<file path="src/rtl/iterative_divider_if.sv">
// Request/result bundle for the iterative divider.
// The master issues start with operands; the slave returns a registered result with a done pulse.
interface iterative_divider_if #(
    parameter int N = 64
);
    logic         start;
    logic         is_signed;
    logic [N-1:0] dividend;
    logic [N-1:0] divisor;
    logic         busy;
    logic         done;
    logic [N-1:0] quotient;
    logic [N-1:0] remainder;
    logic         div_by_zero;

    modport master (
        output start, is_signed, dividend, divisor,
        input  busy, done, quotient, remainder, div_by_zero
    );

    modport slave (
        input  start, is_signed, dividend, divisor,
        output busy, done, quotient, remainder, div_by_zero
    );
endinterface

</file>
<file path="src/rtl/iterative_divider.sv">
// Restoring shift-subtract divider for DIV/DIVU/REM/REMU, one quotient bit per cycle.
// Latency N+2 cycles start-to-done (1 cycle for divide-by-zero and signed overflow).
// No backpressure: start is only accepted in IDLE; the issuer stalls while busy is high.
module iterative_divider #(
    parameter int N = 64
) (
    input  logic            clk,
    input  logic            rst_n,
    iterative_divider_if.slave bus
);
    localparam int CW = $clog2(N);

    typedef enum logic [1:0] {IDLE, RUN, FIX, DONE} state_t;

    state_t       state_q, state_d;
    logic [N-1:0] rem_q, rem_d;
    logic [N-1:0] quo_q, quo_d;
    logic [N-1:0] dvs_q, dvs_d;
    logic [CW-1:0] cnt_q, cnt_d;
    logic         neg_quo_q, neg_quo_d;
    logic         neg_rem_q, neg_rem_d;
    logic [N-1:0] quotient_q, quotient_d;
    logic [N-1:0] remainder_q, remainder_d;
    logic         busy_q, busy_d;
    logic         done_q, done_d;
    logic         dbz_q, dbz_d;

    logic         sign_a, sign_b;
    logic [N-1:0] abs_a, abs_b;
    logic [N:0]   rem_sh, trial;

    always_comb begin
        sign_a = bus.is_signed & bus.dividend[N-1];
        sign_b = bus.is_signed & bus.divisor[N-1];
        abs_a  = sign_a ? -bus.dividend : bus.dividend;
        abs_b  = sign_b ? -bus.divisor  : bus.divisor;
        // trial[N] set means the shifted remainder is smaller than the divisor
        rem_sh = {rem_q, quo_q[N-1]};
        trial  = rem_sh - {1'b0, dvs_q};

        state_d     = state_q;
        rem_d       = rem_q;
        quo_d       = quo_q;
        dvs_d       = dvs_q;
        cnt_d       = cnt_q;
        neg_quo_d   = neg_quo_q;
        neg_rem_d   = neg_rem_q;
        quotient_d  = quotient_q;
        remainder_d = remainder_q;
        busy_d      = busy_q;
        done_d      = 1'b0;
        dbz_d       = dbz_q;

        case (state_q)
            IDLE: begin
                if (bus.start) begin
                    busy_d = 1'b1;
                    if (bus.divisor == '0) begin
                        quotient_d  = '1;
                        remainder_d = bus.dividend;
                        dbz_d       = 1'b1;
                        done_d      = 1'b1;
                        state_d     = DONE;
                    end else if (bus.is_signed && bus.dividend == {1'b1, {(N-1){1'b0}}}
                                 && bus.divisor == '1) begin
                        quotient_d  = bus.dividend;
                        remainder_d = '0;
                        dbz_d       = 1'b0;
                        done_d      = 1'b1;
                        state_d     = DONE;
                    end else begin
                        neg_quo_d = sign_a ^ sign_b;
                        neg_rem_d = sign_a;
                        quo_d     = abs_a;
                        dvs_d     = abs_b;
                        rem_d     = '0;
                        cnt_d     = CW'(N - 1);
                        state_d   = RUN;
                    end
                end
            end
            RUN: begin
                if (trial[N]) begin
                    rem_d = rem_sh[N-1:0];
                    quo_d = {quo_q[N-2:0], 1'b0};
                end else begin
                    rem_d = trial[N-1:0];
                    quo_d = {quo_q[N-2:0], 1'b1};
                end
                if (cnt_q == '0) begin
                    state_d = FIX;
                end else begin
                    cnt_d = cnt_q - 1'b1;
                end
            end
            FIX: begin
                quotient_d  = neg_quo_q ? -quo_q : quo_q;
                remainder_d = neg_rem_q ? -rem_q : rem_q;
                dbz_d       = 1'b0;
                done_d      = 1'b1;
                state_d     = DONE;
            end
            DONE: begin
                busy_d  = 1'b0;
                state_d = IDLE;
            end
            default: state_d = IDLE;
        endcase
    end

    always_ff @(posedge clk or negedge rst_n) begin
        if (!rst_n) begin
            state_q     <= IDLE;
            rem_q       <= '0;
            quo_q       <= '0;
            dvs_q       <= '0;
            cnt_q       <= '0;
            neg_quo_q   <= 1'b0;
            neg_rem_q   <= 1'b0;
            quotient_q  <= '0;
            remainder_q <= '0;
            busy_q      <= 1'b0;
            done_q      <= 1'b0;
            dbz_q       <= 1'b0;
        end else begin
            state_q     <= state_d;
            rem_q       <= rem_d;
            quo_q       <= quo_d;
            dvs_q       <= dvs_d;
            cnt_q       <= cnt_d;
            neg_quo_q   <= neg_quo_d;
            neg_rem_q   <= neg_rem_d;
            quotient_q  <= quotient_d;
            remainder_q <= remainder_d;
            busy_q      <= busy_d;
            done_q      <= done_d;
            dbz_q       <= dbz_d;
        end
    end

    assign bus.busy        = busy_q;
    assign bus.done        = done_q;
    assign bus.quotient    = quotient_q;
    assign bus.remainder   = remainder_q;
    assign bus.div_by_zero = dbz_q;
endmodule

</file>
<file path="src/flat_wrapper.sv">
// flat-port wrapper written by rule: the top's interface ports become plain ports
module iterative_divider_flat 
#(
    parameter int N = 64
)
  (clk, rst_n, bus_start, bus_is_signed, bus_dividend, bus_divisor, bus_busy, bus_done, bus_quotient, bus_remainder, bus_div_by_zero);
  iterative_divider_if #(.N(N)) bus_i ();
  input  logic clk;
  input  logic rst_n;
  input wire logic [$bits(bus_i.start)-1:0] bus_start;
  input wire logic [$bits(bus_i.is_signed)-1:0] bus_is_signed;
  input wire logic [$bits(bus_i.dividend)-1:0] bus_dividend;
  input wire logic [$bits(bus_i.divisor)-1:0] bus_divisor;
  output wire logic [$bits(bus_i.busy)-1:0] bus_busy;
  output wire logic [$bits(bus_i.done)-1:0] bus_done;
  output wire logic [$bits(bus_i.quotient)-1:0] bus_quotient;
  output wire logic [$bits(bus_i.remainder)-1:0] bus_remainder;
  output wire logic [$bits(bus_i.div_by_zero)-1:0] bus_div_by_zero;
  assign bus_i.start = bus_start;
  assign bus_i.is_signed = bus_is_signed;
  assign bus_i.dividend = bus_dividend;
  assign bus_i.divisor = bus_divisor;
  assign bus_busy = bus_i.busy;
  assign bus_done = bus_i.done;
  assign bus_quotient = bus_i.quotient;
  assign bus_remainder = bus_i.remainder;
  assign bus_div_by_zero = bus_i.div_by_zero;
  iterative_divider #(.N(N)) u_core (.clk(clk), .rst_n(rst_n), .bus(bus_i));
endmodule
</file>
<file path="config.mk">
export PLATFORM = sky130hd
export DESIGN_NAME = iterative_divider_flat
export DESIGN_NICKNAME = d
export VERILOG_FILES = /design/src/rtl/iterative_divider_if.sv /design/src/rtl/iterative_divider.sv /design/src/flat_wrapper.sv
export SDC_FILE = /design/constraint.sdc
export NUM_CORES = 1
export LEC_CHECK = 0
export CAP_MARGIN = 20
export CORE_ASPECT_RATIO = 0.9
export CORE_MARGIN = 2
export CORE_UTILIZATION = 45
export DETAILED_ROUTE_END_ITERATION = 10
export PLACE_DENSITY = 0.66
export SLEW_MARGIN = 10
export SYNTH_ARGS = -nofsm -noshare
export SYNTH_HDL_FRONTEND = slang
export SYNTH_SLANG_ARGS = --single-unit
</file>
<file path="constraint.sdc">
create_clock -name clk -period 5.4 [get_ports clk]
set_clock_uncertainty 0.2 [all_clocks]
set_input_delay 1.62 -clock clk [delete_from_list [all_inputs] [get_ports clk]]
set_output_delay 1.62 -clock clk [all_outputs]
set_load 0.005 [all_outputs]
</file>
=== Word-level counts from Yosys, hierarchy flattened ===
Index checks and enable logic that the tools add are counted.
Widths: inputs -> output; s select.

* Add/sub/neg operators: 6
* Multipliers: 0
* Div/mod/pow operators: 0
* Magnitude comparators: 0
* Equality and inequality tests: 11
* Shifts and indexed selects: 0
* Muxes and demuxes: 42
* Bitwise logic cells: 5
* Reduce and logical (&&, ||, !) cells: 14

{| class="wikitable"
|+ Operators by type and width
! cell !! count
|-
| $mux 64 || 17
|-
| $pmux 64 s2 || 4
|-
| $neg 64->64 || 4
|-
| $eq 64x64->1 const B || 2
|-
| $sub 65x64->65 || 1
|-
| $logic_not 64->1 || 1
|-
| $mux 6 || 4
|-
| $pmux 6 s2 || 1
|-
| $mux 1 || 8
|-
| $mux 2 || 4
|-
| $ne 2x2->1 const B || 4
|-
| $pmux 2 s4 || 1
|-
| $reduce_and 4->1 || 2
|-
| $logic_not 6->1 || 1
|-
| $pmux 1 s2 || 3
|-
| $reduce_bool 2->1 || 3
|-
| $sub 6x1->6 const B || 1
|-
| $reduce_and 5->1 || 1
|-
| $eq 2x2->1 const B || 2
|-
| $reduce_and 2->1 || 2
|-
| $ne 3x1->1 const B || 1
|-
| $reduce_and 3->1 || 1
|-
| $and 1x1->1 || 2
|-
| $eq 2x1->1 const B || 1
|-
| other kinds (5) || 7
|}

* Register bits after elaboration: 333
* Latch bits: 0
* Bits in writable memories: 0
* Memory bits (read-only): 0
* Input bits: 132
* Output and inout port bits: 131
* Logic and storage cells: 90
* Memories: 0

=== Longest topological paths before layout ===
* Depth after elaboration: 7
* Gate-level depth with buffers: 16

=== Worst setup path after synthesis ===
Ideal clock, no wire load.

* Kind: in2reg
* From: input bus_divisor[30]
* To: register u_core.rem_q[59]
* Setup time: 0.126 ns
* Arrival: 4.469 ns
* Setup slack: 0.605 ns
* Stages: 14
* Buffers on the path: 3
* Cell sequence: or4_1 -> nor4b_2 -> nand2_1 -> nor4_4 -> a31oi_1 -> and3_1 -> clkbuf_1 -> a21o_1 -> buf_2 -> nand2_4 -> or2_1 -> buf_4 -> nor3_1 -> a221o_1

* Longest elaborated chain between the ends: 4

{| class="wikitable"
|+ Ends and longest elaborated chain
! item !! line !! source
|-
| from (decl) || flat_wrapper.sv:13 || <nowiki>input wire logic [$bits(bus_i.divisor)-1:0] bus_divisor;</nowiki>
|-
| $eq 64x64->1 || iterative_divider.sv:65 || <nowiki>&& bus.divisor == '1) begin</nowiki>
|-
| $logic_and 1x1->1 || iterative_divider.sv:65 ||
|-
| $ne 2x2->1 (no line) || n/a ||
|-
| $reduce_and 4->1 (no line) (*) || n/a ||
|-
| to (signal assigned) || iterative_divider.sv:127 || <nowiki>rem_q <= rem_d;</nowiki>
|-
| to (decl) || iterative_divider.sv:16 || <nowiki>logic [N-1:0] rem_q, rem_d;</nowiki>
|}

Mark *: on every way between the ends. The rest lies on a longest branch, timed or not.
A chain may end at the register's enable or synchronous reset.

=== Worst setup path in the final report ===
* From: register u_core.quo_q[63]
* To: register u_core.rem_q[20]

* Longest elaborated chain between the ends: 3

{| class="wikitable"
|+ Ends and longest elaborated chain
! item !! line !! source
|-
| from (decl) || iterative_divider.sv:17 || <nowiki>logic [N-1:0] quo_q, quo_d;</nowiki>
|-
| from (signal assigned) || iterative_divider.sv:128 || <nowiki>quo_q <= quo_d;</nowiki>
|-
| $sub 65x64->65 || iterative_divider.sv:39 || <nowiki>trial = rem_sh - {1'b0, dvs_q};</nowiki>
|-
| $mux 64 || iterative_divider.sv:83 || <nowiki>if (trial[N]) begin</nowiki>
|-
| $pmux 64 s2 || iterative_divider.sv:54 || <nowiki>case (state_q)</nowiki>
|}

Every way passes these cells.

==> out/summary.txt <==
die area: 0.05534 mm2
sequential share of power: 25.9%
vias post-DR: 23,980
drt wl/cell: 21.18 um
Slew Viols, Final: 0
final setup violation count: 0
Layout area overhead: 22.50%
Mapped Cells: 3,045
ys async rst share: 100.0%
Multi-input gate area: 0.01460 mm2
RSZ-0062 raised after global routing: false
Post-CTS Hold Fix Bufs: 0
net switching power: 9144 uW
Skew-Pair Late Insertion Delay: 580 ps
total wire length: 85.27 mm
sequential element share of the synthesized area: 34.63%
layout cell share with drive strength beyond 1: 7.750%
EDFF count, synth: 0
M1 wire length: 39.39 mm
syn_area_per_cell: 7.902 um2
Core Region: 0.05295 mm2
starting density of the core: 45.44%
drt drc: 0
CTS Buf Count: 38
largest cells by area after synthesis: dfrtp_1 35%, xnor2_1 6.7%, a21oi_1 6.5%
relative slew slack: 25.87%
Max Fanout on Critical Path: 34
TritonCTS clock tree: done
total gr overflow: 0
worst hold-check path type: flop to flop
IR drop worst, VDD: 0.4151 mV
syn nets: 3,253
post-synth top area share: 34.63%
Layout fillers: 4,934
dpl hpwl: 66.93 mm
power per cell area: 647.5 mW/mm2
Worst Path Required: 5650 ps
crit share post-route: 88.21%
gpl congestion: 0.9639
antenna violations before repair: 0
Synth cell types: 74
Top FF cell, synth: dfrtp_1
number of global-route vias before repair: 22,542
Root Buffer: clkbuf_16
chip height: 223.4 um
post_cts resized: 0
post-route ant nets: 0
crit path from: u_core.quo_q[63]
H-Tree Depth: 2
DR top layer: met4
CP most frequent cell: a21oi_1
Sequential Area: 0.008334 mm2
die width: 247.7 um
WL met3: 5.375 mm
final worst path period need: 4764 ps
Sink Count: 333
fmax: 209.9 MHz
Crit. End Element: flop
initial drt markers: 2,050
final count of hold timing violations: 0
status: finished, final reports clean
Synth area leader: dfrtp_1
Clk network pwr share: 13.7%
largest net degree at the start of global routing: 122
critical-path cell list: inv_1 -> ha_1 -> fa_1 -> nor2b_1 -> o31a_1 -> o31ai_1 -> a21oi_1 -> o21bai_1 -> o211ai_1 -> a21oi_1 -> buf_4 -> xor2_4 -> buf_4 -> nor2_1 -> a21oi_1 -> o21ai_1
IO Port Bufs: 262
CP Data Arrival Time: 5010 ps
global-route wire length before repair: 132.1 mm
Logic pwr share: 60.4%
DR WL met2: 38.36 mm
I/O Pins: 263
crit path launch type: flop
Hold Path Origin: u_core.bus.quotient[1]
cell row count: 80
MaxCap Viol Count: 0
post-CTS setup buffers: 0
Final TNS setup: 0 ps
Clock transition at path regs: 60 ps
hold_ws: 275.0 ps
CP max stage delay: 480 ps
Via density: 5.956
Synth Cell Area: 0.02406 mm2
Crit-path slowest cell: dfrtp_1
# diodes: 0
Leak Pwr: 0.01234 uW
Clock Tree Buf Depth: 3
WS Path Type: flop to flop
FF+latch count, synth: 333
Net Sw Frac: 47.91%
Worst-Margin Slew: 1084 ps
GRT Overall Usage: 30.46%
Internal: 9941 uW
First-pass DRT Iterations: 8
reg2reg start: u_core.quo_q[63]
synth warn: 0
# nets final: 3,510
kinds of logic (layout without fill, tap and decap cells):
| logic type | after synthesis | in the layout | share of synthesized area, % |
|---|---|---|---|
| simple gates | 1017 | 1017 | 19.81 |
| compound gates | 992 | 992 | 25.04 |
| flops | 333 | 333 | 34.63 |
| buf+inv | 313 | 597 | 4.987 |
| xor+xnor | 296 | 296 | 10.77 |
| fa+ha+maj | 76 | 76 | 3.983 |
| mux | 18 | 18 | 0.7696 |
per-layer routing:
layer	track usage, %	up-vias
met4	8.403	0
met2	47.57	882
met3	3.561	123
li1	-	11421
met1	44.41	11554
met5	0	-
per-stage QoR:
step | cells | worst slack, ps | power [uW] | instance area (um2) | util, %
floorplan | 3045 | 605.0 | 12140 | 24060 | -
global placement | 3958 | 199.6 | 16170 | 28210 | 53.27
detailed placement | 3958 | 182.1 | 16340 | 28210 | 53.27
CTS | 4025 | 653.5 | 19010 | 29450 | 55.63
global route | 4026 | 328.6 | 20550 | 29470 | 55.66
finish | 4026 | 636.5 | 19080 | 29470 | 55.66
final timing paths:
check | end | slack [ps] | cells after the start
max | u_core.rem_q[20] | 640 | 16
max in group asynchronous | u_core.bus.remainder[53] | 3120 | 2
min reg2reg | u_core.bus.quotient[1] | 270 | 1
min | u_core.bus.quotient[1] | 270 | 1
min in group asynchronous | u_core.bus.quotient[13] | 790 | 1
max reg2reg | u_core.rem_q[20] | 640 | 16
worst max-delay path, delay by kind of cell (launching register included):
| family | cells | cell delay [ps] |
|---|---|---|
| compound gates | 8 | 1930 |
| simple gates | 2 | 180 |
| flops | 1 | 480 |
| xor+xnor | 1 | 440 |
| fa+ha+maj | 2 | 460 |
| buf+inv | 3 | 910 |
power by group through the flow:
| stage | logic (uW) | registers (uW) | clock network (uW) |
|---|---|---|---|
| finish | 11500 | 4930 | 2610 |
| global route | 12700 | 5070 | 2750 |
| CTS | 11500 | 4900 | 2660 |
| detailed placement | 11400 | 4940 | 0 |
| global placement | 11300 | 4880 | 0 |
| floorplan | 7730 | 4400 | 0 |
registers in the layout, summed over array words and instances, names as in the netlist:
name and count:
u_core.quo_q 64, u_core.bus.remainder 64, u_core.neg_rem_q 1, u_core.bus.quotient 64
u_core.bus.done 1, u_core.state_q 2, u_core.dvs_q 64, u_core.rem_q 64
u_core.cnt_q 6, u_core.bus.busy 1, u_core.bus.div_by_zero 1, u_core.neg_quo_q 1
cell usage in the layout, fill, tap and decap left out, types with 25 or more instances in the layout:
master / instances
nor2_1: 344
dfrtp_1: 332
nand2_1: 327
a21oi_1: 314
clkdlybuf4s50_1: 261
o21ai_0: 236
xnor2_1: 183
buf_4: 133
inv_1: 116
xor2_1: 112
ha_1: 73
o21ai_1: 70
nor3_1: 57
o31ai_1: 50
nand4_1: 48
a21o_1: 46
a221oi_1: 39
clkbuf_16: 39
or3_1: 38
nor4_1: 36
a31oi_1: 32
nand3_1: 30
o41ai_1: 28
or4_1: 26
a211oi_1: 25
cell type report:
class / count / share of cell area (%)
repair buffers: 413 / 13.52
clock inverters: 11 / 0.4670
flip-flops and latches: 333 / 28.28
multi-input cells: 2399 / 49.52
clock buffers: 56 / 3.765
inverters: 117 / 1.490
well taps: 697 / 2.959
cells in the mapped netlist, types with 11 or more instances:
cell type	count
clkbuf_1	167
o21a_1	14
buf_1	13
o41ai_1	28
o31ai_1	50
nand2b_1	20
xnor2_1	183
nor2_1	344
a21oi_1	314
a22o_1	20
o21ai_0	236
and3_1	19
mux2i_1	14
a21o_1	46
o21ai_1	70
ha_1	75
a22oi_1	21
a211oi_1	25
inv_1	116
or4_1	26
and2_1	11
o21bai_1	18
or3_1	38
nor3_1	57
nor4_1	36
buf_2	14
a221oi_1	39
nand3_1	30
dfrtp_1	333
nand4_1	48
o22ai_1	22
a31oi_1	32
nor2b_1	12
xor2_1	113
nand2_1	328
No activity file was read; power rests on OpenSTA's default activity.
